`src/rtl/arm7tdmi_mul_seq.sv`:
```
// arm7tdmi_mul_seq: sequencer for the ARM7TDMI MUL/MLA/UMULL/UMLAL/SMULL/SMLAL
// family. Latches the instruction and operands, drives the external multiply
// unit, holds the pipeline for the internal cycle count, then writes back one
// (short) or two (long) registers and optionally updates N/Z.
// Optional feature: define MUL_EARLY_TERM_EN to enable early termination based
// on the magnitude of Rs; undefined, the multiplier always takes m=4.
module arm7tdmi_mul_seq (
  input  logic        clk,
  input  logic        rst_n,
  input  logic        start,
  input  logic        flush,
  input  logic [31:0] instr,
  input  logic [31:0] rm_data,
  input  logic [31:0] rs_data,
  input  logic [31:0] rn_data,
  input  logic [31:0] rdhi_data,
  output logic        mul_en,
  output logic        mul_long,
  output logic        mul_signed,
  output logic        mul_accumulate,
  output logic        mul_set_flags,
  output logic [1:0]  mul_type,
  output logic [31:0] operand_a,
  output logic [31:0] operand_b,
  output logic [31:0] acc_hi,
  output logic [31:0] acc_lo,
  input  logic [31:0] result_hi,
  input  logic [31:0] result_lo,
  input  logic        result_ready,
  input  logic        negative,
  input  logic        zero,
  output logic        busy,
  output logic        wr_en,
  output logic [3:0]  wr_addr,
  output logic [31:0] wr_data,
  output logic        flags_we,
  output logic        flag_n,
  output logic        flag_z,
  output logic        done
);

  localparam logic [1:0] IDLE  = 2'd0;
  localparam logic [1:0] EXEC  = 2'd1;
  localparam logic [1:0] WB_LO = 2'd2;
  localparam logic [1:0] WB_HI = 2'd3;

  logic [1:0]  state_q, state_d;
  logic [2:0]  cnt_q, cnt_d;
  logic [3:0]  ctrl_q, ctrl_d;        // {long, signed, accumulate, S}
  logic [3:0]  rd_q, rd_d;            // Rd / RdHi
  logic [3:0]  rn_idx_q, rn_idx_d;    // Rn / RdLo
  logic [31:0] rm_q, rm_d, rs_q, rs_d, rn_q, rn_d, rdhi_q, rdhi_d;
  logic [31:0] res_hi_q, res_hi_d, res_lo_q, res_lo_d;
  logic        neg_q, neg_d, zero_q, zero_d, got_q, got_d;

  logic [2:0]  m;
  logic [3:0]  icount;
  logic [3:0]  cyc;
  logic        signed_long;
  logic        last_wr;
  logic        unused_instr;

  // Condition code, opcode bits and Rs/Rm register numbers are not needed here.
  assign unused_instr = ^{instr[31:24], instr[11:0]};

  // Internal cycle count I = m + accumulate + long, m from the magnitude of Rs.
  always_comb begin
    signed_long = ctrl_q[3] & ctrl_q[2];
    m = 3'd4;
`ifdef MUL_EARLY_TERM_EN
    if ((rs_q[31:8] == 24'd0) || (signed_long && (&rs_q[31:8])))
      m = 3'd1;
    else if ((rs_q[31:16] == 16'd0) || (signed_long && (&rs_q[31:16])))
      m = 3'd2;
    else if ((rs_q[31:24] == 8'd0) || (signed_long && (&rs_q[31:24])))
      m = 3'd3;
`endif
    icount = {1'b0, m} + {3'd0, ctrl_q[1]} + {3'd0, ctrl_q[3]};
    cyc    = {1'b0, cnt_q} + 4'd1;
  end

  // Next-state logic: accept, execute with flush/result wait, write back.
  always_comb begin
    state_d  = state_q;
    cnt_d    = cnt_q;
    ctrl_d   = ctrl_q;
    rd_d     = rd_q;
    rn_idx_d = rn_idx_q;
    rm_d     = rm_q;
    rs_d     = rs_q;
    rn_d     = rn_q;
    rdhi_d   = rdhi_q;
    res_hi_d = res_hi_q;
    res_lo_d = res_lo_q;
    neg_d    = neg_q;
    zero_d   = zero_q;
    got_d    = got_q;
    case (state_q)
      IDLE: begin
        if (start) begin
          ctrl_d   = instr[23:20];
          rd_d     = instr[19:16];
          rn_idx_d = instr[15:12];
          rm_d     = rm_data;
          rs_d     = rs_data;
          rn_d     = rn_data;
          rdhi_d   = rdhi_data;
          cnt_d    = 3'd0;
          got_d    = 1'b0;
          state_d  = EXEC;
        end
      end
      EXEC: begin
        if (!got_q && result_ready) begin
          res_hi_d = result_hi;
          res_lo_d = result_lo;
          neg_d    = negative;
          zero_d   = zero;
          got_d    = 1'b1;
        end
        if (cnt_q != 3'd7) cnt_d = cnt_q + 3'd1;
        if (flush)
          state_d = IDLE;
        else if ((cyc >= icount) && (got_q || result_ready))
          state_d = WB_LO;
      end
      WB_LO: state_d = ctrl_q[3] ? WB_HI : IDLE;
      default: state_d = IDLE;
    endcase
  end

  // State and datapath registers; reset discards any operation in flight.
  always_ff @(posedge clk or negedge rst_n) begin
    if (!rst_n) begin
      state_q  <= IDLE;
      cnt_q    <= 3'd0;
      ctrl_q   <= 4'd0;
      rd_q     <= 4'd0;
      rn_idx_q <= 4'd0;
      rm_q     <= 32'd0;
      rs_q     <= 32'd0;
      rn_q     <= 32'd0;
      rdhi_q   <= 32'd0;
      res_hi_q <= 32'd0;
      res_lo_q <= 32'd0;
      neg_q    <= 1'b0;
      zero_q   <= 1'b0;
      got_q    <= 1'b0;
    end else begin
      state_q  <= state_d;
      cnt_q    <= cnt_d;
      ctrl_q   <= ctrl_d;
      rd_q     <= rd_d;
      rn_idx_q <= rn_idx_d;
      rm_q     <= rm_d;
      rs_q     <= rs_d;
      rn_q     <= rn_d;
      rdhi_q   <= rdhi_d;
      res_hi_q <= res_hi_d;
      res_lo_q <= res_lo_d;
      neg_q    <= neg_d;
      zero_q   <= zero_d;
      got_q    <= got_d;
    end
  end

  // Output decode: multiply-unit controls, write port, flags and done pulse.
  always_comb begin
    busy           = (state_q != IDLE);
    mul_en         = (state_q == EXEC) && (cnt_q == 3'd0);
    mul_long       = ctrl_q[3];
    mul_signed     = ctrl_q[2];
    mul_accumulate = ctrl_q[1];
    mul_set_flags  = ctrl_q[0];
    mul_type       = {ctrl_q[3], ctrl_q[1]};
    operand_a      = rm_q;
    operand_b      = rs_q;
    acc_lo         = rn_q;
    acc_hi         = rdhi_q;
    wr_en          = 1'b0;
    wr_addr        = 4'd0;
    wr_data        = 32'd0;
    last_wr        = 1'b0;
    case (state_q)
      WB_LO: begin
        wr_en   = 1'b1;
        wr_addr = ctrl_q[3] ? rn_idx_q : rd_q;
        wr_data = res_lo_q;
        last_wr = ~ctrl_q[3];
      end
      WB_HI: begin
        wr_en   = 1'b1;
        wr_addr = rd_q;
        wr_data = res_hi_q;
        last_wr = 1'b1;
      end
      default: ;
    endcase
    done     = last_wr;
    flags_we = last_wr & ctrl_q[0];
    flag_n   = last_wr & ctrl_q[0] & neg_q;
    flag_z   = last_wr & ctrl_q[0] & zero_q;
  end

endmodule

```
`config.mk`:
```
export PLATFORM = sky130hd
export DESIGN_NAME = arm7tdmi_mul_seq
export DESIGN_NICKNAME = d
export VERILOG_FILES = /design/src/rtl/arm7tdmi_mul_seq.sv
export SDC_FILE = /design/constraint.sdc
export NUM_CORES = 1
export LEC_CHECK = 0
export CORE_AREA = 2 2 160 162
export CTS_CLUSTER_SIZE = 14
export DETAILED_ROUTE_END_ITERATION = 6
export DIE_AREA = 0 0 162 164
export HOLD_SLACK_MARGIN = 0.15
export PLACE_DENSITY = 0.74
export SLEW_MARGIN = 10
export SYNTH_ARGS = -nofsm -noshare
export SYNTH_HDL_FRONTEND = slang
export SYNTH_SLANG_ARGS = --single-unit
export TNS_END_PERCENT = 50
```
`constraint.sdc`:
```
create_clock -name clk -period 4 [get_ports clk]
set_input_delay 0.8 -clock clk [delete_from_list [all_inputs] [get_ports clk]]
set_output_delay 0.8 -clock clk [all_outputs]
set_load 0.02 [all_outputs]
```
==> results of run 1 <==
-- routing by layer --
metal	vias up	routed length, um	share of wire
li1	2780	-	-
met1	2997	9070	0.38
met2	226	12200	0.51
met3	27	2130	0.089
met4	0	398	0.017
met5	-	0	0
-- synthesized netlist by cell type (2+ instances only) --
cell type,count,area share
buf_6,8,0.010
inv_1,6,0.0026
o21ai_0,2,0.0011
mux2_2,170,0.22
a22o_1,5,0.0050
nor2_1,4,0.0017
dfrtp_1,212,0.61
o21bai_1,2,0.0017
mux2_1,36,0.046
a21oi_1,3,0.0017
clkbuf_1,5,0.0021
and3_1,3,0.0021
buf_4,7,0.0060
mux2i_1,36,0.041
ha_1,6,0.0086
nor2b_1,37,0.026
buf_2,13,0.0074
nor4_1,2,0.0014
-- final timing paths --
check	startpoint	to	slack (ps)	depth (start not counted)
max	ctrl_q[3]	flag_n	580	5
min	rst_n	operand_b[0]	230	1
max reg2reg	state_q[0]	res_lo_q[5]	1460	5
min reg2reg	res_hi_q[22]	res_hi_q[22]	490	1
max in group asynchronous	rst_n	res_hi_q[9]	2810	2
min in group clk	res_hi_q[22]	res_hi_q[22]	490	1
-- registers in the layout, indices dropped and copies added, names as in the netlist, 2 cells and up --
signal and flops:
acc_hi 32, acc_lo 32, cnt_q 3, ctrl_q 4, operand_a 32, operand_b 32
rd_q 4, res_hi_q 32, res_lo_q 32, rn_idx_q 4, state_q 2
-- power by group through the flow --
stage          Combinational (mW)  Clock (mW)  Sequential (mW)
6_report                     5.58        2.26             3.85
4_1_cts                      5.67        2.33             3.87
5_1_grt                      5.96        2.41             4.02
3_3_place_gp                 5.58           0             3.83
2_1_floorplan                2.39           0             4.63
3_5_place_dp                 5.64           0             3.89
-- logic make-up (layout without fill, tap and decap cells) --
group / after synthesis / count (layout) / share of synthesized area
multiplexers: 242 / 242 / 0.306
flip-flops: 212 / 212 / 0.606
AND/OR/NAND/NOR: 54 / 54 / 0.0393
buffers and inverters: 39 / 447 / 0.0285
AO/OA/AOI/OAI: 13 / 13 / 0.0107
adder cells (fa/ha/maj): 6 / 6 / 0.00858
other: 0 / 2 / 0
-- area by class of cell --
type / instances / area (um^2)
antenna: 2 / 5.00
clock inverter: 9 / 100
multi-input combinational: 315 / 3200
inverter: 6 / 22.5
tap: 330 / 413
clock buffer: 35 / 733
fill: 2107 / 11100
timing repair buffer: 397 / 3980
sequential: 212 / 5310
==> impl_metrics.ini, run 1 <==
[clocking]
root_buffer = clkbuf_16
holdBufCountCts = 0
cts_buffer_depth = 3
clock-sinks = 212
cts_made_buffers = 24
path_clk_slew_ps = 60
clk_latency_ps = 510
cts_max_level = 1
cts_setup_buffers = 0
cts.repair.resized = 0
cts_tree = done

[floorplanning]
die_x_um = 162
dieHeight_um = 164
rows = 58
num_io_pins = 408
start_util = 0.352
dieArea_mm2 = 0.0266
core_mm2 = 0.0248

[route]
viasPerCell = 4.62
drtAntennaViolNets = 0
dr.pass1.iters = 4
routed_wl_um = 23800
via_count = 6030
drcViolationCount = 0
post_drt_wl_per_cell_um = 18.2
first_iter_violations = 204

[status]
status = completed

[synthesis]
yosys_warnings = 0
synth-async-reset-ratio = 1.00
ys_seq_elements = 212
ys.flop_type = dfrtp_1
yosys.cell_types.count = 27
postSynthCellCount = 566
syn_area_mm2 = 0.00875
syn_area_per_cell_um2 = 15.5
synth_edf_count = 0
syn_nets = 803
ys_seq_area_frac = 0.606

[power_and_ir_drop]
p_per_area_mw_per_mm2 = 850
comb_power_share = 0.477
switching_share = 0.345
leakage_nw = 5.68
p_seq_frac = 0.329
switchingPower_mw = 4.03
vdd_ir_drop_max_uv = 481
finalPower_mw = 11.7
internal-power_mw = 7.66
p_clk_frac = 0.193

[sta]
worstMarginPinSlew_ps = 866
rsz0062_at_grt = no
fmax_mhz = 292
drv_slew = 0
post-route-min-period_ps = 3420
fin_tns_setup_ps = 0
setup_violations = 0
hold_violations = 0
slew-limit-headroom = 0.423
fin_ws_ps = 578
period_share = 0.855
skew_ps = 8.69
holdWs_ps = 233

[layout]
drive_above_1_share = 0.232
instances_no_fill = 1306
final_area_mm2 = 0.0138
final_cell_mix = clkdlybuf4s50_1 (386), dfrtp_1 (211), mux2_2 (170)
layout.nets = 1193
final_common_cell = clkdlybuf4s50_1
syn2layout_area_growth_pct = 57.3
post-route-util = 0.554

[worst_setup_path]
crit_required_ps = 3200
critPathMaxStageDelay_ps = 590
cp_num_buf_inv = 2
crit_chain = inv_1 -> nor2_1 -> nor2b_1 -> and3_1 -> clkdlybuf4s50_1
worst_setup_path_start_kind = flop
cp-end-kind = output pin
crit_type = reg2out
critical_path_arrival_ps = 2620
path_max_fanout = 6
slowest_stage = nor2_1
critPathTopFamily = simple AND/OR/NAND/NOR gates

[global_routing]
grt_max_degree = 110
grt_use_met1 = 0.206
gr-usage-met2 = 0.311
grt_busiest_layer = met2
gr-usage-all-layers = 0.178
first_global_vias = 6584
antenna_found_initial = 1
grt_pass1_wl_um = 37000
grt.met3_usage = 0.0657
grt.overflow.total = 0

[placed_design]
dp_hpwl_um = 17500
pre_cts_ws_ps = 1030
place_inst = 1260
portBuffers = 387
dpl_cell_area_mm2 = 0.0129
gp_congestion = 0.759

[flow_run]
maxCapViolCount = 0

[min_path]
min_path_type = in2async
Note: power is estimated with default switching activity, not from simulation.
==> run 2: changes to the inputs <==
--- a/config.mk
+++ b/config.mk
@@ -10,6 +10,7 @@
 export DETAILED_ROUTE_END_ITERATION = 6
 export DIE_AREA = 0 0 162 164
 export HOLD_SLACK_MARGIN = 0.15
+export MAX_ROUTING_LAYER = met4
 export PLACE_DENSITY = 0.74
 export SLEW_MARGIN = 10
 export SYNTH_ARGS = -nofsm -noshare
==> run 2 against run 1 <==
Critical path type unchanged. Largest cell class unchanged. Critical endpoint unchanged. Sequential cell count did not move. Sequential power barely moved. Cell count did not move. Count of clock-buffer cells in the layout did not move. Critical path depth did not move. Worst hold slack got worse by 3.2 ps.
==> impl_metrics.ini, run 2 (synthesis results as in run 1) <==
[global_routing]
gr-usage-all-layers = 0.183
first_global_vias = 6611
grt_max_degree = 110
antenna_found_initial = 1
grt_pass1_wl_um = 36900
grt.overflow.total = 0

[clocking]
cts_tree = done
root_buffer = clkbuf_16
clk_latency_ps = 510
cts.repair.resized = 0
cts_setup_buffers = 0
holdBufCountCts = 0
cts_max_level = 1
cts_buffer_depth = 3
clock-sinks = 212
cts_made_buffers = 24
path_clk_slew_ps = 60

[floorplanning]
start_util = 0.352
dieArea_mm2 = 0.0266
dieHeight_um = 164
num_io_pins = 408
die_x_um = 162
core_mm2 = 0.0248
rows = 58

[worst_setup_path]
cp-end-kind = output pin
path_max_fanout = 6
r2r_cells = 5
worst_setup_path_start_kind = flop
crit_required_ps = 3200
crit_type = reg2out
rrSetupSlack_ps = 1450
critical_path_arrival_ps = 2630

[sta]
fmax_mhz = 291
post-route-min-period_ps = 3430
skew_ps = 9.87
slew-limit-headroom = 0.419
rsz0062_at_grt = no
drv_slew = 0
setup_violations = 0
hold_violations = 0
period_share = 0.858
holdWs_ps = 230
worstMarginPinSlew_ps = 871
fin_tns_setup_ps = 0

[min_path]
min_path_type = in2async

[route]
wl_met1_um = 9120
wl_met2_um = 12200
via_count = 6040
drcViolationCount = 0
drtAntennaViolNets = 0
first_iter_violations = 208
post_drt_wl_per_cell_um = 18.2
routed_wl_um = 23800
routed.top_layer = met4
viasPerCell = 4.62
dr.pass1.iters = 4
dr_wl_met3_um = 2060

[power_and_ir_drop]
p_per_area_mw_per_mm2 = 850
switchingPower_mw = 4.04
p_seq_frac = 0.329
leakage_nw = 5.68
switching_share = 0.345
p_clk_frac = 0.193
vdd_ir_drop_max_uv = 483
comb_power_share = 0.477
internal-power_mw = 7.66

[layout]
final_cell_mix = clkdlybuf4s50_1 (386), dfrtp_1 (211), mux2_2 (170)
layout.nets = 1193
drive_above_1_share = 0.232
syn2layout_area_growth_pct = 57.3
final_common_cell = clkdlybuf4s50_1
nFillCells = 2106

[status]
status = completed

[placed_design]
gp_congestion = 0.769
portBuffers = 387
dp_hpwl_um = 17500

[flow_run]
maxCapViolCount = 0
-- run 2: cell counts in the layout (fill, tap and decap cells not counted) --
No cell type changed its count.
-- run 2: cell type report --
class	instances	area, um^2	area share
diodes	2	5.00	0.000364
clock buffers	35	733	0.0533
clock inverters	9	100	0.00728
inverters	6	22.5	0.00164
multi-input cells	315	3200	0.233
flip-flops and latches	212	5310	0.386
well taps	330	413	0.0300
repair buffers	397	3980	0.289
-- run 2: through the flow --
stage / total power [mW] / std cells / util / setup slack [ps] / cell area [um^2]
5_1_grt: 12.4 / 1305 / 0.554 / 357 / 13800
6_report: 11.7 / 1306 / 0.554 / 569 / 13800
3_3_place_gp: 9.41 / 1260 / 0.521 / 1050 / 12900
2_1_floorplan: 7.01 / 566 / - / 1760 / 8750
4_1_cts: 11.9 / 1304 / 0.554 / 471 / 13800
3_5_place_dp: 9.54 / 1260 / 0.521 / 1030 / 12900
-- run 2: power by group through the flow --
stage | Sequential [mW] | Combinational [mW] | Clock [mW]
4_1_cts | 3.87 | 5.67 | 2.33
3_5_place_dp | 3.89 | 5.64 | 0
6_report | 3.85 | 5.58 | 2.26
2_1_floorplan | 4.63 | 2.39 | 0
3_3_place_gp | 3.83 | 5.58 | 0
5_1_grt | 4.02 | 5.96 | 2.41
-- run 2: critical path: stages, from the launching register on --
cell and delay [ps]:
dfrtp_1 420, inv_1 100, nor2_1 590, nor2b_1 230, and3_1 250, clkdlybuf4s50_1 530
-- run 2: path summary, 6_finish.rpt --
kind / end / from
worst max-delay path: flag_n / ctrl_q[3]
worst min-delay path: operand_b[0] / rst_n
worst max register to register: res_lo_q[20] / state_q[0]
worst min register to register: res_hi_q[22] / res_hi_q[22]
max in group asynchronous: res_hi_q[9] / rst_n
min in group clk: res_hi_q[22] / res_hi_q[22]
-- run 2: layer usage --
metal / global-route usage / vias up
li1: - / 2766
met1: 0.210 / 3021
met2: 0.312 / 225
met3: 0.0596 / 28
met4: 0.0447 / 0
met5: - / -
